File: config.mk
export PLATFORM = sky130hd
export DESIGN_NAME = dlms_adapt_ctrl
export DESIGN_NICKNAME = d
export VERILOG_FILES = /design/src/rtl/dlms_pkg.sv /design/src/rtl/abs_leaky_avg.sv /design/src/rtl/dlms_adapt_ctrl.sv
export SDC_FILE = /design/constraint.sdc
export NUM_CORES = 1
export LEC_CHECK = 0
export CELL_PAD_IN_SITES_DETAIL_PLACEMENT = 2
export CELL_PAD_IN_SITES_GLOBAL_PLACEMENT = 2
export CORE_AREA = 2 2 106 108
export CTS_BUF_LIST = sky130_fd_sc_hd__clkbuf_4
export DETAILED_ROUTE_END_ITERATION = 8
export DIE_AREA = 0 0 108 110
export PLACE_DENSITY = 0.75
export SLEW_MARGIN = 20
export SYNTH_ARGS = -nofsm -noshare
export SYNTH_HDL_FRONTEND = slang
export SYNTH_SLANG_ARGS = --single-unit
File: constraint.sdc
create_clock -name clk -period 7.3 [get_ports clk]
set_input_delay 2.19 -clock clk [delete_from_list [all_inputs] [get_ports clk]]
set_output_delay 2.19 -clock clk [all_outputs]
set_load 0.01 [all_outputs]
File: src/rtl/dlms_pkg.sv
// dlms_pkg: shared state codes, step-size codes and defaults for the DLMS blocks.
package dlms_pkg;
    localparam int W2_DEF = 16;
    typedef enum logic [2:0] {
        S_IDLE  = 3'd0,
        S_CLEAR = 3'd1,
        S_FILL  = 3'd2,
        S_TRAIN = 3'd3,
        S_TRACK = 3'd4,
        S_HOLD  = 3'd5
    } state_t;
    localparam logic [1:0] MU_NONE  = 2'd0;
    localparam logic [1:0] MU_TRAIN = 2'd1;
    localparam logic [1:0] MU_TRACK = 2'd2;
    function automatic logic [1:0] mu_of(state_t s);
        return s == S_TRAIN ? MU_TRAIN : s == S_TRACK ? MU_TRACK : MU_NONE;
    endfunction
    function automatic int cw(int n);
        return n > 1 ? $clog2(n) : 1;
    endfunction
endpackage

File: src/rtl/abs_leaky_avg.sv
// abs_leaky_avg: saturating |e| followed by a first-order leaky average.
module abs_leaky_avg import dlms_pkg::*; #(
    parameter int W2     = W2_DEF,
    parameter int AVG_SH = 3
) (
    input  logic                 clk,
    input  logic                 reset,
    input  logic                 clr,
    input  logic                 hold,
    input  logic signed [W2-1:0] e,
    output logic        [W2-1:0] avg
);
    logic [W2-1:0] neg, mag;
    logic signed [W2:0] diff, nxt;
    always_comb begin
        neg  = -e;
        // only the most negative input still has its MSB set after negation
        mag  = !e[W2-1] ? e : neg[W2-1] ? {1'b0, {(W2-1){1'b1}}} : neg;
        diff = $signed({1'b0, mag}) - $signed({1'b0, avg});
        nxt  = $signed({1'b0, avg}) + (diff >>> AVG_SH);
    end
    always_ff @(posedge clk) begin
        if (!reset || clr)
            avg <= '0;
        else if (!hold)
            avg <= W2'(nxt);
    end
endmodule

File: src/rtl/dlms_adapt_ctrl.sv
// dlms_adapt_ctrl: sequences DLMS clear/fill/train/track/hold and selects step size.
module dlms_adapt_ctrl import dlms_pkg::*; #(
    parameter int W2        = W2_DEF,
    parameter int DELAY     = 3,
    parameter int TRAIN_LEN = 256,
    parameter int CONV_THR  = 64,
    parameter int DIV_THR   = 256,
    parameter int CONV_CNT  = 16,
    parameter int AVG_SH    = 3
) (
    input  logic                 clk,
    input  logic                 reset,
    input  logic                 start,
    input  logic                 stop,
    input  logic                 freeze,
    input  logic signed [W2-1:0] e_in,
    output logic                 clr_coef,
    output logic                 adapt_en,
    output logic [1:0]           mu_sel,
    output logic                 converged,
    output logic                 timeout,
    output logic [W2-1:0]        err_avg,
    output logic [2:0]           state
);
    localparam int FW = cw(DELAY + 1);
    localparam int TW = cw(TRAIN_LEN);
    localparam int CW = cw(CONV_CNT);
    state_t st, nxt;
    logic [FW-1:0] fill_cnt;
    logic [TW-1:0] train_cnt;
    logic [CW-1:0] conv_cnt;
    logic below, conv_hit, train_hit, stay_train;
    assign state = st;
    abs_leaky_avg #(.W2(W2), .AVG_SH(AVG_SH)) u_avg (
        .clk   (clk),
        .reset (reset),
        .clr   (nxt == S_CLEAR),
        .hold  (st == S_IDLE || st == S_CLEAR),
        .e     (e_in),
        .avg   (err_avg)
    );
    always_comb begin
        below      = err_avg < W2'(CONV_THR);
        conv_hit   = st == S_TRAIN && below && conv_cnt == CW'(CONV_CNT - 1);
        train_hit  = st == S_TRAIN && train_cnt == TW'(TRAIN_LEN - 1);
        nxt        = st;
        if (stop)
            nxt = S_IDLE;
        else if (start)
            nxt = S_CLEAR;
        else
            case (st)
                S_IDLE:  nxt = S_IDLE;
                S_CLEAR: nxt = S_FILL;
                S_FILL:  nxt = fill_cnt == FW'(DELAY) ? S_TRAIN : S_FILL;
                S_TRAIN: nxt = conv_hit || train_hit ? S_TRACK : S_TRAIN;
                S_TRACK: nxt = freeze ? S_HOLD : err_avg > W2'(DIV_THR) ? S_TRAIN : S_TRACK;
                S_HOLD:  nxt = freeze ? S_HOLD : S_TRACK;
                default: nxt = S_IDLE;
            endcase
        stay_train = st == S_TRAIN && nxt == S_TRAIN;
    end
    always_ff @(posedge clk) begin
        if (!reset) begin
            st        <= S_IDLE;
            clr_coef  <= 1'b0;
            adapt_en  <= 1'b0;
            mu_sel    <= MU_NONE;
            converged <= 1'b0;
            timeout   <= 1'b0;
            fill_cnt  <= '0;
            train_cnt <= '0;
            conv_cnt  <= '0;
        end else begin
            st        <= nxt;
            clr_coef  <= nxt == S_CLEAR;
            adapt_en  <= nxt == S_TRAIN || nxt == S_TRACK;
            mu_sel    <= mu_of(nxt);
            fill_cnt  <= st == S_FILL && nxt == S_FILL ? (fill_cnt == '1 ? fill_cnt : fill_cnt + 1'b1) : '0;
            train_cnt <= stay_train ? (train_cnt == '1 ? train_cnt : train_cnt + 1'b1) : '0;
            conv_cnt  <= stay_train && below ? (conv_cnt == '1 ? conv_cnt : conv_cnt + 1'b1) : '0;
            // leaving TRAIN on a simultaneous hit counts as convergence, not timeout
            converged <= st == S_TRAIN && nxt == S_TRACK ? conv_hit : (nxt == S_TRACK || nxt == S_HOLD) && converged;
            timeout   <= nxt == S_CLEAR || nxt == S_IDLE ? 1'b0 : timeout || (st == S_TRAIN && nxt == S_TRACK && !conv_hit);
        end
    end
endmodule
== Word-level counts from Yosys, hierarchy flattened ==
Cells that the tools add are included.
Operators by class
  add/sub/neg operators: 6
  $lt $le $gt $ge: 2
  equal/unequal tests: 13
  mux-type cells: 13
  bitwise gates (word level): 1
  reductions and logical operators: 25
Operator list (number)
  subtractor 16 x 16 -> 17 bit: 1
  adder 16 x 14 -> 16 bit: 1
  > comparator 16 x 9 -> 1 bit, second input constant: 1
  less-than comparator 16 x 7 -> 1 bit, second input constant: 1
  two-way mux 16 bit: 1
  negator 16 bit: 1
  two-way mux 15 bit: 1
  two-way mux 3 bit: 5
  case mux 3 bit (5 select lines): 1
  == test 3 x 2 -> 1 bit, second input constant: 4
  == test 3 bit, second input constant: 4
  logical AND 1 bit: 9
  adder 8 x 1 -> 8 bit, second input constant: 1
  == test 8 bit, second input constant: 1
  logical OR 1 bit: 7
  == test 3 x 1 -> 1 bit, second input constant: 2
  logical NOT 3 bit: 2
  AND reduction 2 bit: 3
  adder 4 x 1 -> 4 bit, second input constant: 1
  == test 4 bit, second input constant: 1
  two-way mux 1 bit: 4
  OR reduction 2 bit: 2
  adder 2 x 1 -> 2 bit, second input constant: 1
  == test 2 bit, second input constant: 1
  other kinds (3): 4
Word-level totals
  register bits: 39
  input bits: 21
  output and inout port bits: 25
  logic and storage cells: 71

== Longest topological paths before layout ==
  depth after elaboration: 12
  gate-level depth with buffers: 24
  depth with buffers taken out: 24

== Cells and area by module ==
From an unflattened synthesis, not the netlist that was laid out.
Second synthesis, totals
  cell total of the unflattened synthesis: 427
  area total of the unflattened synthesis: 3343.2 um2
Modules (own cells, without submodules)
  abs_leaky_avg: times used 1, cells each 288, area each 2143.3 um2, sequential area each 320.3 um2
  dlms_adapt_ctrl: times used 1, cells each 139, area each 1199.9 um2, sequential area each 460.4 um2

== Worst setup path before layout ==
No wires, ideal clock.
  path kind: input-to-reg
  from: in e_in[1]
  to: reg u_avg.avg[15]
  library setup time: 0.075 ns
  arrival: 7.081 ns
  required time: 7.225 ns
  slack: 0.145 ns
  cell stages on the path: 20
  path buffers: 1
  cell sequence: or3_2 -> nand2b_1 -> nor4_1 -> nand2_1 -> clkbuf_1 -> nand2_1 -> ha_1 -> a21o_1 -> a21o_2 -> a221o_1 -> a31o_1 -> and4_1 -> a2111oi_1 -> xor2_1 -> ha_1 -> nand2_1 -> o21ai_0 -> a31oi_1 -> or3_1 -> a31oi_1
Between the ends
  word-level cells in the longest chain between the ends: 5
RTL lines
  start: declaration: line dlms_adapt_ctrl.sv:16  | input logic signed [W2-1:0] e_in,
  negator 16 bit: line abs_leaky_avg.sv:16  | neg = -e;
  two-way mux 15 bit: line abs_leaky_avg.sv:18  | mag = !e[W2-1] ? e : neg[W2-1] ? {1'b0, {(W2-1){1'b1}}} : neg;
  two-way mux 16 bit (*): line abs_leaky_avg.sv:18
  subtractor 16 x 16 -> 17 bit (*): line abs_leaky_avg.sv:19  | diff = $signed({1'b0, mag}) - $signed({1'b0, avg});
  adder 16 x 14 -> 16 bit (*): line abs_leaky_avg.sv:20  | nxt = $signed({1'b0, avg}) + (diff >>> AVG_SH);
  end signal: assignment: line abs_leaky_avg.sv:26  | avg <= W2'(nxt);
  end: declaration: line abs_leaky_avg.sv:11  | output logic [W2-1:0] avg
Mark *: on every way between the ends. The rest lies on a longest branch, timed or not.
A chain may end at the register's enable or synchronous reset.

== Worst setup path after layout ==
  from: in e_in[0]
  to: reg u_avg.avg[14]
The elaborated chain is that of the path after synthesis.

==> metrics.yaml <==
clock_network:
  hold_buffers: 0
  htreeDepth: 2
  cts_buffers: 5
  clock_path_buffers: 2
  clock_sinks: 39
  cts-root-buf: "clkbuf_4"
  clock_latency_ps: 360
  cts_tree: "yes"
  clkTransAtPathRegs_ps: 120
timing:
  fin_crit_sh: 0.969
  slew_headroom: 0.362
  period_needed_ps: 7070
  drv_slew: 0
  worst_slew_pin_slew_ps: 957
  finalSetupViolCount: 0
  tns_ps: 0
  fin_worst_skew_ps: 7.08
  hold_viol: 0
  max_clock_freq_mhz: 141
  fin_ws_ps: 230
logic_synthesis:
  ys_ff_latch: 39
  yosys.area.top_type: "dfxtp_1"
  yosys-top-cells-area: "dfxtp_1 25%, ha_1 14%, nand2_1 5.5%"
  synth-seq-area-share: 0.246
  synth_top_area_frac: 0.246
  synth_area_sq_um: 3180
  synth-edff-count: 0
  async_reset_ff_frac: 0
  syn-num-nets: 465
  synth.most_common_cell: "nand2_1"
  synth_top_flop_cell: "dfxtp_1"
  yosys-top-cells-count: "47 x nand2_1, 41 x nor2_1, 39 x dfxtp_1, 35 x ha_1, 30 x a21oi_1"
  synth.distinct_cells: 52
  yosysWarnings: 0
  synth.avg_cell_area_sq_um: 7.79
  synthCells: 408
grt:
  grt_pass1_vias: 3635
  grt.overflow.total: 0
  grt_max_degree: 25
  antenna_found_initial: 0
  grt_pass1_wl_um: 17100
  grt_usage: 0.182
worst_setup_path:
  reg2reg_to: "u_avg.avg[14]"
  required_ps: 7600
  end_kind: "flip-flop"
  rrSetupSlack_ps: 3270
  rr_startpoint: "u_avg.avg[4]"
  path_max_fanout: 5
  arrival_ps: 7370
  reg2reg_depth: 19
  worst-setup-path-type: "primary input to flip-flop"
  crit_path_start_kind: "primary input"
place:
  placed_area_sq_um: 4140
  preCtsSetupSlack_ps: -338
  port_buffers: 45
  routabilityCongestion: 0.849
  hpwl_um: 8690
  dpl.cell_count: 635
detailed_routing:
  vias: 3304
  drt-initial-drc-count: 87
  drc: 0
  vias_per_cell: 5.15
  first_pass_iters: 4
  wirelength_um: 10300
  wire_per_inst_um: 16.1
  ant_nets: 0
die:
  core_region_area_sq_um: 10700
  fp-row-count: 38
  die-area_sq_um: 11900
  initial_core_util: 0.297
  die_w_um: 108
  ios: 46
  die_h_um: 110
hold_path:
  min_from: "train_cnt[0]"
  hold_end: "train_cnt[0]"
  whs_path_depth: 1
  hp-class: "flip-flop to flip-flop"
power_and_ir_drop:
  ir_worst_vdd_uv: 58.1
  p_seq_frac: 0.409
  power.leakage_nw: 1.79
  switching_power_mw: 0.170
  combPwrFrac: 0.379
  clkPwrFrac: 0.212
  internal-power_mw: 0.353
  powerDensity_nw_per_um2: 124
  swShare: 0.326
finish:
  areaGrowthSynthToFinish_pct: 32.9
  layout.cells.non_filler: 642
  nNetsFinal: 560
  antennaDiodeCount: 0
  utilization: 0.395
  drive_above_1_share: 0.151
  postLayoutCellArea_sq_um: 4230
run_status:
  status: "complete, no violations"
run:
  drv_cap: 0
[layout make-up]
cell class              instances  area [sq um]
multi-input cells             338          2310
inverters                      25          93.8
repair buffers                 94           818
fillers                      1261          6470
well taps                     140           175
clock buffers                   6          45.0
flip-flops and latches         39           781
[timing repair]
item                       4_1_cts  5_1_grt
gates resized for setup          0        8
setup buffers                    0        1
setup endpoints to repair        0        3
[power groups by stage]
stage | combinational, mW | clock [mW] | sequential [mW]
floorplan | 0.112 | 0 | 0.219
global placement | 0.183 | 0 | 0.219
detailed placement | 0.196 | 0 | 0.219
finish | 0.198 | 0.111 | 0.214
global route | 0.220 | 0.127 | 0.214
CTS | 0.197 | 0.117 | 0.214
[logic make-up after synthesis]
| kind of cell | count (synthesis) | synth area share |
|---|---|---|
| multiplexers | 4 | 0.0126 |
| AO/OA/AOI/OAI | 96 | 0.197 |
| adder cells (fa/ha/maj) | 36 | 0.144 |
| AND/OR/NAND/NOR | 164 | 0.259 |
| flip-flops | 39 | 0.246 |
| XOR/XNOR | 38 | 0.105 |
| buffers and inverters | 31 | 0.0366 |
[cells in the final DEF (no fill, tap or decap), types with 2 or more instances in the layout]
master,count
and2_1,6
o21a_1,7
nand2_1,47
nor2b_1,4
o21ai_0,16
nand3_1,11
buf_4,49
clkdlybuf4s50_1,45
clkbuf_4,6
nand4_1,4
dfxtp_1,39
nor3_1,8
a311oi_1,2
or4_4,2
a21o_1,7
a211oi_1,9
xor2_1,18
xnor2_1,20
or4_1,5
and3_1,3
nor4_1,2
or3_1,7
or3_2,2
or2_2,5
nor2_1,41
nand4b_1,2
ha_1,35
nand2b_1,5
a21oi_1,28
mux2i_1,4
nor3b_1,2
inv_1,25
o21ai_1,2
a31oi_1,7
a21oi_2,2
and4_1,4
[per-stage QoR]
stage	hold slack [ps]	power, mW
after floorplan	426	0.331
after global placement	442	0.402
after detailed placement	453	0.415
after CTS	482	0.528
after global routing	501	0.561
final	475	0.523
[worst max path at each step]
stage,start,to,slack (ps)
floorplan,e_in[1],u_avg.avg[15],140
global placement,e_in[0],u_avg.avg[15],-60
detailed placement,e_in[0],u_avg.avg[15],-340
CTS,e_in[0],u_avg.avg[15],30
global route,e_in[0],u_avg.avg[15],-10
finish,e_in[0],u_avg.avg[14],230
[per-layer routing]
| layer | up-vias | share of wire | routed length, um | global-route usage |
|---|---|---|---|---|
| li1 | 1640 | - | - | - |
| met1 | 1611 | 0.42 | 4360 | 0.202 |
| met2 | 43 | 0.55 | 5640 | 0.365 |
| met3 | 10 | 0.020 | 211 | 0.0223 |
| met4 | 0 | 0.012 | 121 | 0.0458 |
| met5 | - | 0 | 0 | 0 |
[registers in the layout, summed over array words and instances (netlist names)]
| register | cells |
|---|---|
| u_avg.avg | 16 |
| train_cnt | 8 |
| conv_cnt | 4 |
| state | 3 |
| fill_cnt | 2 |
| mu_sel | 2 |
| adapt_en | 1 |
| clr_coef | 1 |
| converged | 1 |
| timeout | 1 |
[worst max-delay path, stage by stage]
cell and delay (ps):
clkdlybuf4s50_1 410, buf_4 140, inv_1 50, ha_1 160, nand2b_1 80, or3_1 340
or2_2 310, o41ai_2 270, xor2_1 190, nand2_1 80, ha_1 310, and4_1 210
a221o_1 350, a31o_1 210, and4_1 220, a2111oi_2 340, buf_4 190, xor2_1 160
ha_1 300, and3_1 170, a311oi_1 300, xnor2_1 150, nand2_1 70, a21oi_1 160
No activity file was read; power rests on OpenSTA's default activity.
